==> src/rtl/sound_sample_arbiter.sv <==
// sound_sample_arbiter: shares one w_sound-bit sound path between n_src requesters.
// A free-running counter produces the sample-rate tick; on each tick one eligible
// source is granted round-robin and its sample is registered onto sound.
// Optional macro SOUND_ARB_HOLD_LAST_EN: on underrun keep the previous sample
// instead of emitting silence.
module sound_sample_arbiter #(
  parameter int unsigned clk_mhz        = 27,
  parameter int unsigned sample_rate_hz = 48000,
  parameter int unsigned n_src          = 4,
  parameter int unsigned w_sound        = 16
) (
  input  logic                       clk,
  input  logic                       rst_n,
  input  logic [n_src-1:0]           src_en,
  input  logic [n_src-1:0]           src_valid,
  input  logic [n_src*w_sound-1:0]   src_sample,
  output logic [n_src-1:0]           src_ready,
  output logic [w_sound-1:0]         sound,
  output logic                       sound_strobe,
  output logic [$clog2(n_src):0]     grant_id,
  output logic [15:0]                underrun_cnt
);

  localparam int unsigned P  = (clk_mhz * 1000000) / sample_rate_hz;
  localparam int unsigned CW = $clog2(P);
  localparam int unsigned GW = $clog2(n_src) + 1;

  typedef enum logic [1:0] {S_WAIT, S_GRANT, S_EMIT} state_t;

  state_t             state_q, state_d;
  logic [CW-1:0]      cnt_q, cnt_d;
  logic               tick_c;
  logic [w_sound-1:0] sound_q, sound_d;
  logic               strobe_q, strobe_d;
  logic [GW-1:0]      grant_q, grant_d;
  logic [15:0]        underrun_q, underrun_d;
  logic [n_src-1:0]   elig;
  logic               found;
  logic [GW-1:0]      win;
  logic [w_sound-1:0] win_sample;

  // Sample-rate tick: counter never stalls, so the period is exactly P cycles.
  always_comb begin
    tick_c = (cnt_q == CW'(P - 1));
    cnt_d  = tick_c ? '0 : cnt_q + CW'(1);
  end

  // State register.
  always_ff @(posedge clk or negedge rst_n) begin
    if (!rst_n) state_q <= S_WAIT;
    else        state_q <= state_d;
  end

  // Next-state logic: WAIT -> GRANT on tick -> EMIT -> WAIT.
  always_comb begin
    state_d = state_q;
    case (state_q)
      S_WAIT:  if (tick_c) state_d = S_GRANT;
      S_GRANT: state_d = S_EMIT;
      S_EMIT:  state_d = S_WAIT;
      default: state_d = S_WAIT;
    endcase
  end

  // Round-robin search starting just after the last granted index.
  always_comb begin
    elig       = src_valid & src_en;
    found      = 1'b0;
    win        = '0;
    win_sample = '0;
    for (int k = 0; k < int'(n_src); k++) begin
      for (int i = 0; i < int'(n_src); i++) begin
        if (!found && (i == ((int'(grant_q) + 1 + k) % int'(n_src))) && elig[i]) begin
          found = 1'b1;
          win   = GW'(i);
        end
      end
    end
    for (int i = 0; i < int'(n_src); i++) begin
      if (win == GW'(i)) win_sample = src_sample[i*w_sound +: w_sound];
    end
  end

  // Output logic: grant handshake and next values of the registered outputs.
  always_comb begin
    src_ready  = '0;
    sound_d    = sound_q;
    strobe_d   = 1'b0;
    grant_d    = grant_q;
    underrun_d = underrun_q;
    if (state_q == S_GRANT) begin
      strobe_d = 1'b1;
      if (found) begin
        for (int i = 0; i < int'(n_src); i++) src_ready[i] = (win == GW'(i));
        sound_d = win_sample;
        grant_d = win;
      end else begin
        underrun_d = (underrun_q == 16'hFFFF) ? underrun_q : underrun_q + 16'd1;
`ifdef SOUND_ARB_HOLD_LAST_EN
        sound_d = sound_q;
`else
        sound_d = '0;
`endif
      end
    end
  end

  // Datapath registers.
  always_ff @(posedge clk or negedge rst_n) begin
    if (!rst_n) begin
      cnt_q      <= '0;
      sound_q    <= '0;
      strobe_q   <= 1'b0;
      grant_q    <= GW'(n_src - 1);
      underrun_q <= '0;
    end else begin
      cnt_q      <= cnt_d;
      sound_q    <= sound_d;
      strobe_q   <= strobe_d;
      grant_q    <= grant_d;
      underrun_q <= underrun_d;
    end
  end

  assign sound        = sound_q;
  assign sound_strobe = strobe_q;
  assign grant_id     = grant_q;
  assign underrun_cnt = underrun_q;

endmodule

==> config.mk <==
export PLATFORM = sky130hd
export DESIGN_NAME = sound_sample_arbiter
export DESIGN_NICKNAME = d
export VERILOG_FILES = /design/src/rtl/sound_sample_arbiter.sv
export SDC_FILE = /design/constraint.sdc
export NUM_CORES = 1
export LEC_CHECK = 0
export BUFFER_PORTS_ARGS = -buffer_cell sky130_fd_sc_hd__buf_2
export CAP_MARGIN = 10
export CORE_AREA = 2 2 91 93
export DETAILED_ROUTE_END_ITERATION = 16
export DIE_AREA = 0 0 93 95
export GPL_TIMING_DRIVEN = 0
export SLEW_MARGIN = 0
export SYNTH_ARGS = -nofsm -noshare
export SYNTH_HDL_FRONTEND = slang
export SYNTH_SLANG_ARGS = --single-unit
==> constraint.sdc <==
create_clock -name clk -period 2 [get_ports clk]
set_input_delay 0 -clock clk [delete_from_list [all_inputs] [get_ports clk]]
set_output_delay 0 -clock clk [all_outputs]
set_load 0.01 [all_outputs]
==> flow_summary_export.csv, run 1 <==
group,metric,value,unit
critical_path,critPathKind,"flip-flop to primary output",
timing,fin_crit,1.89,ns
logic_synthesis,ys_ff_latch,47,
logic_synthesis,yosys_warnings,0,
finish,area_growth,41.3,%
timing,hold_viol,0,
clock_network,clock_path_buffers,2,
power,p_switching,0.000584,W
timing,slew_headroom,0.520,
global_routing,grt_max_degree,48,
power,seq_power_share,0.478,
timing,tns,0,ns
drt,drt_pass1_iterations,4,
timing,drv_slew,0,
clock_network,cts_tree,"done",
floorplanning,io_pins,114,
global_routing,grt_pass1_wl,12800,µm
logic_synthesis,synthesis.nets,348,
finish,drive_gt1_frac,0.385,
finish,fin_nets,492,
clock_network,numCtsBuffers,5,
global_routing,grt_overflow,0,
timing,setup_viol,0,
placement,port_buffers,110,
drt,vias,2745,
floorplanning,die_y,95,µm
logic_synthesis,synth_top_area_share,0.419,
power,vdd_ir_drop_max,0.299,mV
timing,fin_skew,0.0106,ns
drt,drc_errors,0,
floorplanning,rows,33,
critical_path,path_max_fanout,10,
drt,wl_per_cell,15.9,µm
power,p_leak,1.88,nW
run,drv_cap,0,
drt,wl,8280,µm
placement,hpwl,5940,µm
drt,drt-initial-drc-count,93,
floorplanning,start_util,0.339,
power,clkPwrFrac,0.311,
global_routing,antenna_found_initial,0,
power,powerDensity,542,nW/µm²
timing,maxClockFrequency,528,MHz
clock_network,clock_sink_count,47,
drt,routed_via_density,5.27,
critical_path,end_kind,"primary output",
logic_synthesis,synth_ff_type,"dfrtp_1",
timing,worst_pin_slew,0.714,ns
floorplanning,die_area,8840,µm²
logic_synthesis,synth_edf_count,0,
logic_synthesis,syn_area,2690,µm²
placement,place_inst,486,
finish,final_util,0.479,
logic_synthesis,synthArstFlopShare,1.00,
clock_network,h-tree-depth,2,
critical_path,worst_ep_arrival_time,1.89,ns
worst_hold_path,hold_path.class,"primary input to flip-flop",
critical_path,startpoint_type,"flip-flop",
logic_synthesis,yosysSeqAreaShare,0.439,
clock_network,clkSlewWorstSetupHoldPaths,0.10,ns
floorplanning,die_x,93,µm
finish,final_cells,521,
logic_synthesis,synth_top_area_cell,"dfrtp_1",
logic_synthesis,synth.distinct_cells,56,
outcome,outcome,"complete, no violations",
logic_synthesis,ys_top_cells_by_area,"dfrtp_1 (42%), xor2_1 (4.2%), a22oi_1 (4.2%), a21oi_1 (3.9%), xnor2_1 (3.3%)",
global_routing,grt_usage,0.184,
timing,min_period_over_period,0.946,
drt,final_antenna_net_count,0,
clock_network,clock_tree.root_cell,"clkbuf_8",
power,p_comb_frac,0.211,
global_routing,grt_pass1_vias,2630,
critical_path,crit_required,2.00,ns
power,intPower,0.00147,W
floorplanning,coreArea,7930,µm²
logic_synthesis,synthCells,271,
finish,antenna_cells,0,
clock_network,clock_latency,0.31,ns
logic_synthesis,avgSynthCellArea,9.91,µm²
placement,place_congestion,0.834,
power,switching_share,0.284,
power groups by stage:
stage	clock, W	combinational [W]	sequential, W
after floorplan	0	0.000203	0.00100
after global placement	0	0.000374	0.000994
after detailed placement	0	0.000376	0.000994
after CTS	0.000652	0.000416	0.000976
after global routing	0.000691	0.000474	0.000984
final	0.000640	0.000434	0.000982
critical path, stage by stage (launching register included):
cell,delay [ns]
dfstp_2,0.58
buf_4,0.18
and2_0,0.13
o21ai_0,0.09
a21oi_2,0.20
buf_6,0.14
and2_1,0.13
buf_2,0.14
stage by stage:
| step | power [W] | worst slack, ns | hold WS, ns | cell area [µm²] |
|---|---|---|---|---|
| finish | 0.00206 | 0.108 | 0.0109 | 3790 |
| global route | 0.00215 | -0.000351 | 0.0113 | 3790 |
| CTS | 0.00204 | 0.0150 | 0.000404 | 3700 |
| detailed placement | 0.00137 | -0.0683 | 0.230 | 3370 |
| global placement | 0.00137 | -0.0780 | 0.233 | 3370 |
| floorplan | 0.00120 | 0.192 | -0.296 | 2690 |
what timing repair did:
action | CTS | global route
hold buffers | 18 | 1
resized for setup | 13 | 4
endpoints found under the setup margin | 15 | 11
endpoints found under the hold margin | 58 | 1
buffers inserted | 2 | 6
pin swaps | 2 | 1
cells by family (layout without fill, tap and decap cells):
family | Yosys count | after routing | share of synthesized area
AND/OR/NAND/NOR | 86 | 86 | 0.165
flip-flops | 47 | 47 | 0.439
multiplexers | 2 | 2 | 0.00792
XOR/XNOR | 23 | 23 | 0.0750
other | 1 | 1 | 0.00140
adder cells (fa/ha/maj) | 3 | 3 | 0.0140
AO/OA/AOI/OAI | 89 | 89 | 0.256
buffers and inverters | 20 | 165 | 0.0410
final timing paths:
path	start	endpoint	slack, ns	cells after the start
setup / recovery	grant_id[1]	src_ready[1]	0.11	7
min in group asynchronous	rst_n	sound[0]	0.18	2
max in group asynchronous	rst_n	grant_id[1]	1.23	3
hold / removal	src_sample[15]	sound[15]	0.01	3
hold reg to reg	state_q[1]	state_q[0]	0.42	1
setup reg to reg	grant_id[1]	sound[3]	0.11	8
routing by layer:
metal / track usage / up-vias / part of all wire
met4: 0.0551 / 0 / 0.013
li1: - / 1311 / -
met2: 0.319 / 98 / 0.50
met1: 0.236 / 1326 / 0.44
met5: 0 / - / 0
met3: 0.0287 / 10 / 0.046
flip-flops by register name (all words and copies together) (netlist names):
signal	count
cnt_q	10
underrun_cnt	16
state_q	2
sound_strobe	1
grant_id	2
sound	16
cell usage after synthesis (2+ instances only):
cell        n
a2bb2oi_1   6
inv_1       7
xnor2_1    10
dfstp_2     2
nor3_1      8
a22o_1      3
a22oi_1    15
dfrtp_1    45
o221ai_1    3
o2111ai_1   2
and3b_1     2
a222oi_1    3
nand4_1     7
o221ai_2    3
nor2_1     20
nand3_1     9
a21oi_1    21
a32o_1      2
o21a_1      2
buf_4       4
and3_1      5
o21ai_0     4
o22ai_1     4
clkbuf_1    3
o31ai_1    10
and2_1      5
xor2_1     13
ha_1        3
nand2_1    19
buf_2       4
buf_6       2
cell usage in the layout (no fill, tap or decap), types with 3 or more instances in the layout:
master / instances
a21oi_1: 17
a21oi_2: 4
a222oi_1: 3
a22o_1: 3
a22oi_1: 15
a2bb2oi_1: 6
and2_1: 5
and3_1: 5
buf_2: 110
buf_4: 12
buf_6: 4
clkbuf_8: 6
dfrtp_1: 45
dlygate4sd3_1: 19
ha_1: 3
inv_1: 7
nand2_1: 18
nand3_1: 9
nand4_1: 7
nor2_1: 20
nor3_1: 8
o21ai_0: 3
o221ai_2: 4
o22ai_1: 4
o31ai_1: 10
xnor2_1: 10
xor2_1: 13
layout make-up:
cell class	instances	area (µm²)
clock buffers	6	82.6
plain buffers	12	95.1
well taps	105	131
multi-input cells	204	1430
clock inverters	2	16.3
repair buffers	138	833
inverters	7	26.3
fillers	825	4130
flip-flops and latches	47	1180
No activity file was read; power rests on OpenSTA's default activity.
==> run 2: changes to the inputs <==
BUFFER_PORTS_ARGS = -buffer_cell sky130_fd_sc_hd__clkbuf_2   (was -buffer_cell sky130_fd_sc_hd__buf_2)
==> flow_summary_export.csv, run 2 (synthesis results as in run 1) <==
group,metric,value,unit
timing,rsz0062_at_grt,"false",
power,powerDensity,553,nW/µm²
critical_path,end_kind,"primary output",
floorplanning,die_area,8840,µm²
floorplanning,coreArea,7930,µm²
finish,multiInputGateArea,1430,µm²
outcome,outcome,"complete, no violations",
floorplanning,die_y,95,µm
power,clkPwrFrac,0.329,
floorplanning,start_util,0.339,
clock_network,clock_path_buffers,2,
critical_path,crit_required,2.00,ns
global_routing,grt_max_degree,48,
clock_network,clock_sink_count,47,
floorplanning,die_x,93,µm
drt,final_antenna_net_count,0,
critical_path,cp_slowest_stage_delay,0.66,ns
critical_path,crit_path_top_delay_cell,"dfstp_2",
clock_network,clock_latency,0.30,ns
global_routing,grt_pass1_vias,2606,
critical_path,worst_ep_arrival_time,1.93,ns
critical_path,path_max_fanout,11,
critical_path,regToRegStartpoint,"grant_id[0]",
finish,fin_nets,492,
finish,area_growth,41.8,%
placement,dp_slack,-0.0618,ns
power,seq_power_share,0.467,
critical_path,critPathKind,"flip-flop to primary output",
clock_network,numCtsBuffers,5,
finish,antenna_cells,0,
clock_network,clkSlewWorstSetupHoldPaths,0.09,ns
timing,slew_headroom,0.552,
timing,setup_viol,0,
global_routing,grt_usage,0.181,
timing,fin_crit,1.93,ns
drt,drt_pass1_iterations,5,
finish,drive_gt1_frac,0.370,
critical_path,startpoint_type,"flip-flop",
worst_hold_path,hold_path.class,"primary input to flip-flop",
finish,final-seq-area,1180,µm²
timing,fin_skew,0.00616,ns
drt,routed_via_density,5.23,
finish,final_cells,521,
finish,fill_cells,803,
placement,place_inst,486,
drt,drc_errors,0,
critical_path,cp_cell_sequence,"nor2b_2 > o2111ai_2 > a21oi_2 > buf_6 > clkbuf_2",
global_routing,antenna_found_initial,0,
clock_network,h-tree-depth,2,
drt,vias,2724,
global_routing,grt_overflow,0,
critical_path,path_buf_inv,2,
timing,drv_slew,0,
power,p_comb_frac,0.203,
power,switching_share,0.260,
power,intPower,0.00156,W
drt,wl_per_cell,15.4,µm
power,p_total,0.00211,W
drt,drt-initial-drc-count,86,
power,p_switching,0.000547,W
placement,hpwl,5850,µm
floorplanning,io_pins,114,
timing,setup_slack,0.0730,ns
power,vdd_ir_drop_max,0.362,mV
finish,final_common_cell,"clkbuf_2",
global_routing,grt_pass1_wl,12600,µm
timing,min_period_over_period,0.963,
clock_network,clock_tree.root_cell,"clkbuf_8",
critical_path,setup.worst_path.start,"grant_id[0]",
placement,place_congestion,0.838,
run,drv_cap,0,
worst_hold_path,hp-start,"src_sample[36]",
timing,hold_viol,0,
power,p_leak,1.87,nW
clock_network,cts_tree,"done",
critical_path,crit_family,"flip-flops",
drt,wl,8050,µm
timing,maxClockFrequency,519,MHz
placement,port_buffers,110,
floorplanning,rows,33,
finish,final_cell_mix,"clkbuf_2 (110), dfrtp_1 (45), dlygate4sd3_1 (22)",
timing,worst_pin_slew,0.666,ns
timing,holdWs,0.00486,ns
run 2: cell count changes in the layout (fill, tap and decap cells not counted), moves of 3 or more:
cell,previous run,this run
clkbuf_1,2,5
clkbuf_2,1,110
dlygate4sd3_1,19,22
buf_2,110,0
buf_4,12,9
run 2: area by class of cell:
class / instances / share of cell area
multi-input cells: 204 / 0.376
flip-flops and latches: 47 / 0.310
repair buffers: 138 / 0.221
well taps: 105 / 0.0345
plain buffers: 12 / 0.0246
clock buffers: 7 / 0.0200
clock inverters: 1 / 0.00789
inverters: 7 / 0.00690
run 2: timing repair:
item,in CTS,in global routing
hold buffers,21,1
buffers inserted,3,2
hold endpoints to repair,29,1
gates resized for setup,11,5
setup endpoints to repair,16,15
pin swaps,3,2
run 2: final timing paths:
path	end	slack, ns	depth (start not counted)
setup / recovery	src_ready[3]	0.07	5
hold / removal	sound[4]	0.005	3
setup reg to reg	sound[14]	0.09	5
hold reg to reg	state_q[0]	0.42	1
max in group asynchronous	grant_id[1]	1.18	3
min in group asynchronous	underrun_cnt[9]	0.20	2
run 2: layer usage:
layer / vias to the layer above / part of all wire / GRT usage
met4: 0 / 0.029 / 0.0686
met5: - / 0 / 0
met3: 21 / 0.049 / 0.0287
met1: 1297 / 0.46 / 0.237
met2: 101 / 0.47 / 0.302
li1: 1305 / - / -
run 2: worst register-to-register path, cell delays in order (launching register included):
cell and delay, ns:
dfstp_2 0.66, and3b_1 0.22, a22o_1 0.27, or2_4 0.34
mux2i_1 0.16, o221ai_1 0.13
run 2: power by group through the flow:
stage | combinational (W) | sequential (W) | clock (W)
4_1_cts | 0.000422 | 0.000976 | 0.000715
5_1_grt | 0.000466 | 0.000986 | 0.000750
3_3_place_gp | 0.000374 | 0.000995 | 0
2_1_floorplan | 0.000203 | 0.00100 | 0
6_report | 0.000428 | 0.000984 | 0.000693
3_5_place_dp | 0.000375 | 0.000995 | 0
run 2: through the flow:
stage | util | TNS (ns) | cell area [µm²]
2_1_floorplan | - | 0 | 2690
3_3_place_gp | 0.425 | -0.0848 | 3370
3_5_place_dp | 0.425 | -0.202 | 3370
4_1_cts | 0.472 | 0 | 3740
5_1_grt | 0.480 | 0 | 3810
6_report | 0.480 | 0 | 3810
==> run 3: changes to the inputs <==
CELL_PAD_IN_SITES_DETAIL_PLACEMENT = 1   (was unset)
CELL_PAD_IN_SITES_GLOBAL_PLACEMENT = 2   (was unset)
CORE_AREA = 2 2 101 103   (was 2 2 91 93)
DIE_AREA = 0 0 103 105   (was 0 0 93 95)
HOLD_SLACK_MARGIN = 0.12   (was unset)
PLACE_DENSITY_LB_ADDON = 0.1   (was unset)
==> flow_summary_export.csv, run 3 (synthesis results as in run 1) <==
group,metric,value,unit
critical_path,end_kind,"flip-flop",
critical_path,ff2ff_path_depth,6,
run,drv_cap,0,
critical_path,worst_ep_arrival_time,2.10,ns
global_routing,grt_overflow,0,
finish,final_cells,589,
global_routing,grt_pass1_vias,3076,
placement,place_congestion,0.807,
global_routing,grt_max_degree,27,
global_routing,grt_usage,0.191,
drt,wl,10200,µm
timing,tns,0,ns
timing,rsz0062_at_grt,"false",
global_routing,antenna_found_initial,0,
floorplanning,start_util,0.279,
timing,setup_slack,0.0693,ns
finish,final_cell_mix,"clkbuf_2 (110), dlygate4sd3_1 (58), dfrtp_1 (45)",
timing,fin_skew,0.00400,ns
clock_network,cts_tree,"done",
worst_hold_path,hold_depth,5,
power,seq_power_share,0.421,
drt,final_antenna_net_count,0,
drt,drt-initial-drc-count,106,
power,powerDensity,542,nW/µm²
floorplanning,die_y,105,µm
floorplanning,die_x,103,µm
worst_hold_path,hold_path.class,"primary input to flip-flop",
timing,fin_crit,1.93,ns
placement,port_buffers,110,
critical_path,critPathKind,"flip-flop to flip-flop",
critical_path,startpoint_type,"flip-flop",
power,p_total,0.00233,W
finish,final_common_cell,"clkbuf_2",
timing,hold_viol,0,
outcome,outcome,"complete, no violations",
critical_path,path_max_fanout,10,
clock_network,clock_sink_count,47,
finish,fin_nets,532,
power,clkPwrFrac,0.351,
timing,slew_headroom,0.561,
clock_network,clock_path_buffers,2,
placement,dp_slack,-0.138,ns
clock_network,clock_tree.root_cell,"clkbuf_8",
global_routing,grt_pass1_wl,16000,µm
finish,final-seq-area,1180,µm²
timing,holdWs,0.180,ns
drt,vias,2908,
power,switching_share,0.251,
clock_network,clkSlewWorstSetupHoldPaths,0.09,ns
finish,area_growth,60.4,%
power,p_switching,0.000586,W
drt,routed_via_density,4.94,
floorplanning,rows,36,
power,p_leak,2.06,nW
timing,min_period_over_period,0.965,
clock_network,clock_latency,0.29,ns
power,vdd_ir_drop_max,0.250,mV
clock_network,h-tree-depth,2,
finish,antenna_cells,0,
floorplanning,io_pins,114,
timing,drv_slew,0,
timing,maxClockFrequency,518,MHz
finish,drive_gt1_frac,0.366,
timing,worst_pin_slew,0.653,ns
drt,drt_pass1_iterations,4,
floorplanning,die_area,10800,µm²
critical_path,crit_required,2.17,ns
clock_network,numCtsBuffers,5,
placement,place_inst,515,
floorplanning,coreArea,9640,µm²
drt,wl_per_cell,17.4,µm
timing,setup_viol,0,
power,p_comb_frac,0.228,
placement,hpwl,7050,µm
finish,fill_cells,1144,
power,intPower,0.00175,W
drt,drc_errors,0,
finish,multiInputGateArea,1470,µm²
run 3: worst paths after layout:
kind                       slack (ns)           to            from
max in group asynchronous        1.13  grant_id[0]           rst_n
min reg2reg                      0.43   state_q[0]      state_q[1]
min                              0.18    sound[12]  src_sample[44]
max                              0.07    sound[14]     grant_id[1]
min in group asynchronous        0.23     cnt_q[6]           rst_n
max reg2reg                      0.07    sound[14]     grant_id[1]
run 3: metal layers:
metal / global-route usage / up-vias / part of all wire
li1: - / 1384 / -
met1: 0.231 / 1423 / 0.41
met3: 0.0261 / 21 / 0.036
met4: 0.0686 / 0 / 0.028
met2: 0.338 / 80 / 0.53
met5: 0 / - / 0
run 3: critical path, stage by stage, from the launching register on:
cell,delay [ns]
dfstp_2,0.59
buf_6,0.15
inv_1,0.10
a32o_2,0.31
or2_4,0.29
mux2i_2,0.22
o221ai_1,0.14
run 3: through the flow:
stage	cell area (µm²)	utilization
2_1_floorplan	2690	-
3_3_place_gp	3400	0.353
3_5_place_dp	3420	0.355
4_1_cts	4170	0.433
5_1_grt	4310	0.447
6_report	4310	0.447
run 3: timing repair:
action                                 4_1_cts  5_1_grt
endpoints found under the hold margin       37        2
resized for setup                           14       13
setup buffers                                2        7
pin swaps                                    2        3
hold buffers                                56        2
setup endpoints to repair                   19       29
run 3: power groups by stage:
stage	clock network, W	logic, W	registers, W
finish	0.000818	0.000533	0.000981
global route	0.000891	0.000575	0.000984
CTS	0.000859	0.000486	0.000983
detailed placement	0	0.000390	0.000995
global placement	0	0.000385	0.000995
floorplan	0	0.000203	0.00100
run 3: layout make-up:
cell class / instances / share of cell area
Sequential cell: 47 / 0.274
Tap cell: 133 / 0.0386
Clock buffer: 6 / 0.0169
Multi-Input combinational cell: 204 / 0.342
Buffer: 12 / 0.0221
Clock inverter: 2 / 0.0139
Inverter: 7 / 0.00610
Timing Repair Buffer: 178 / 0.286
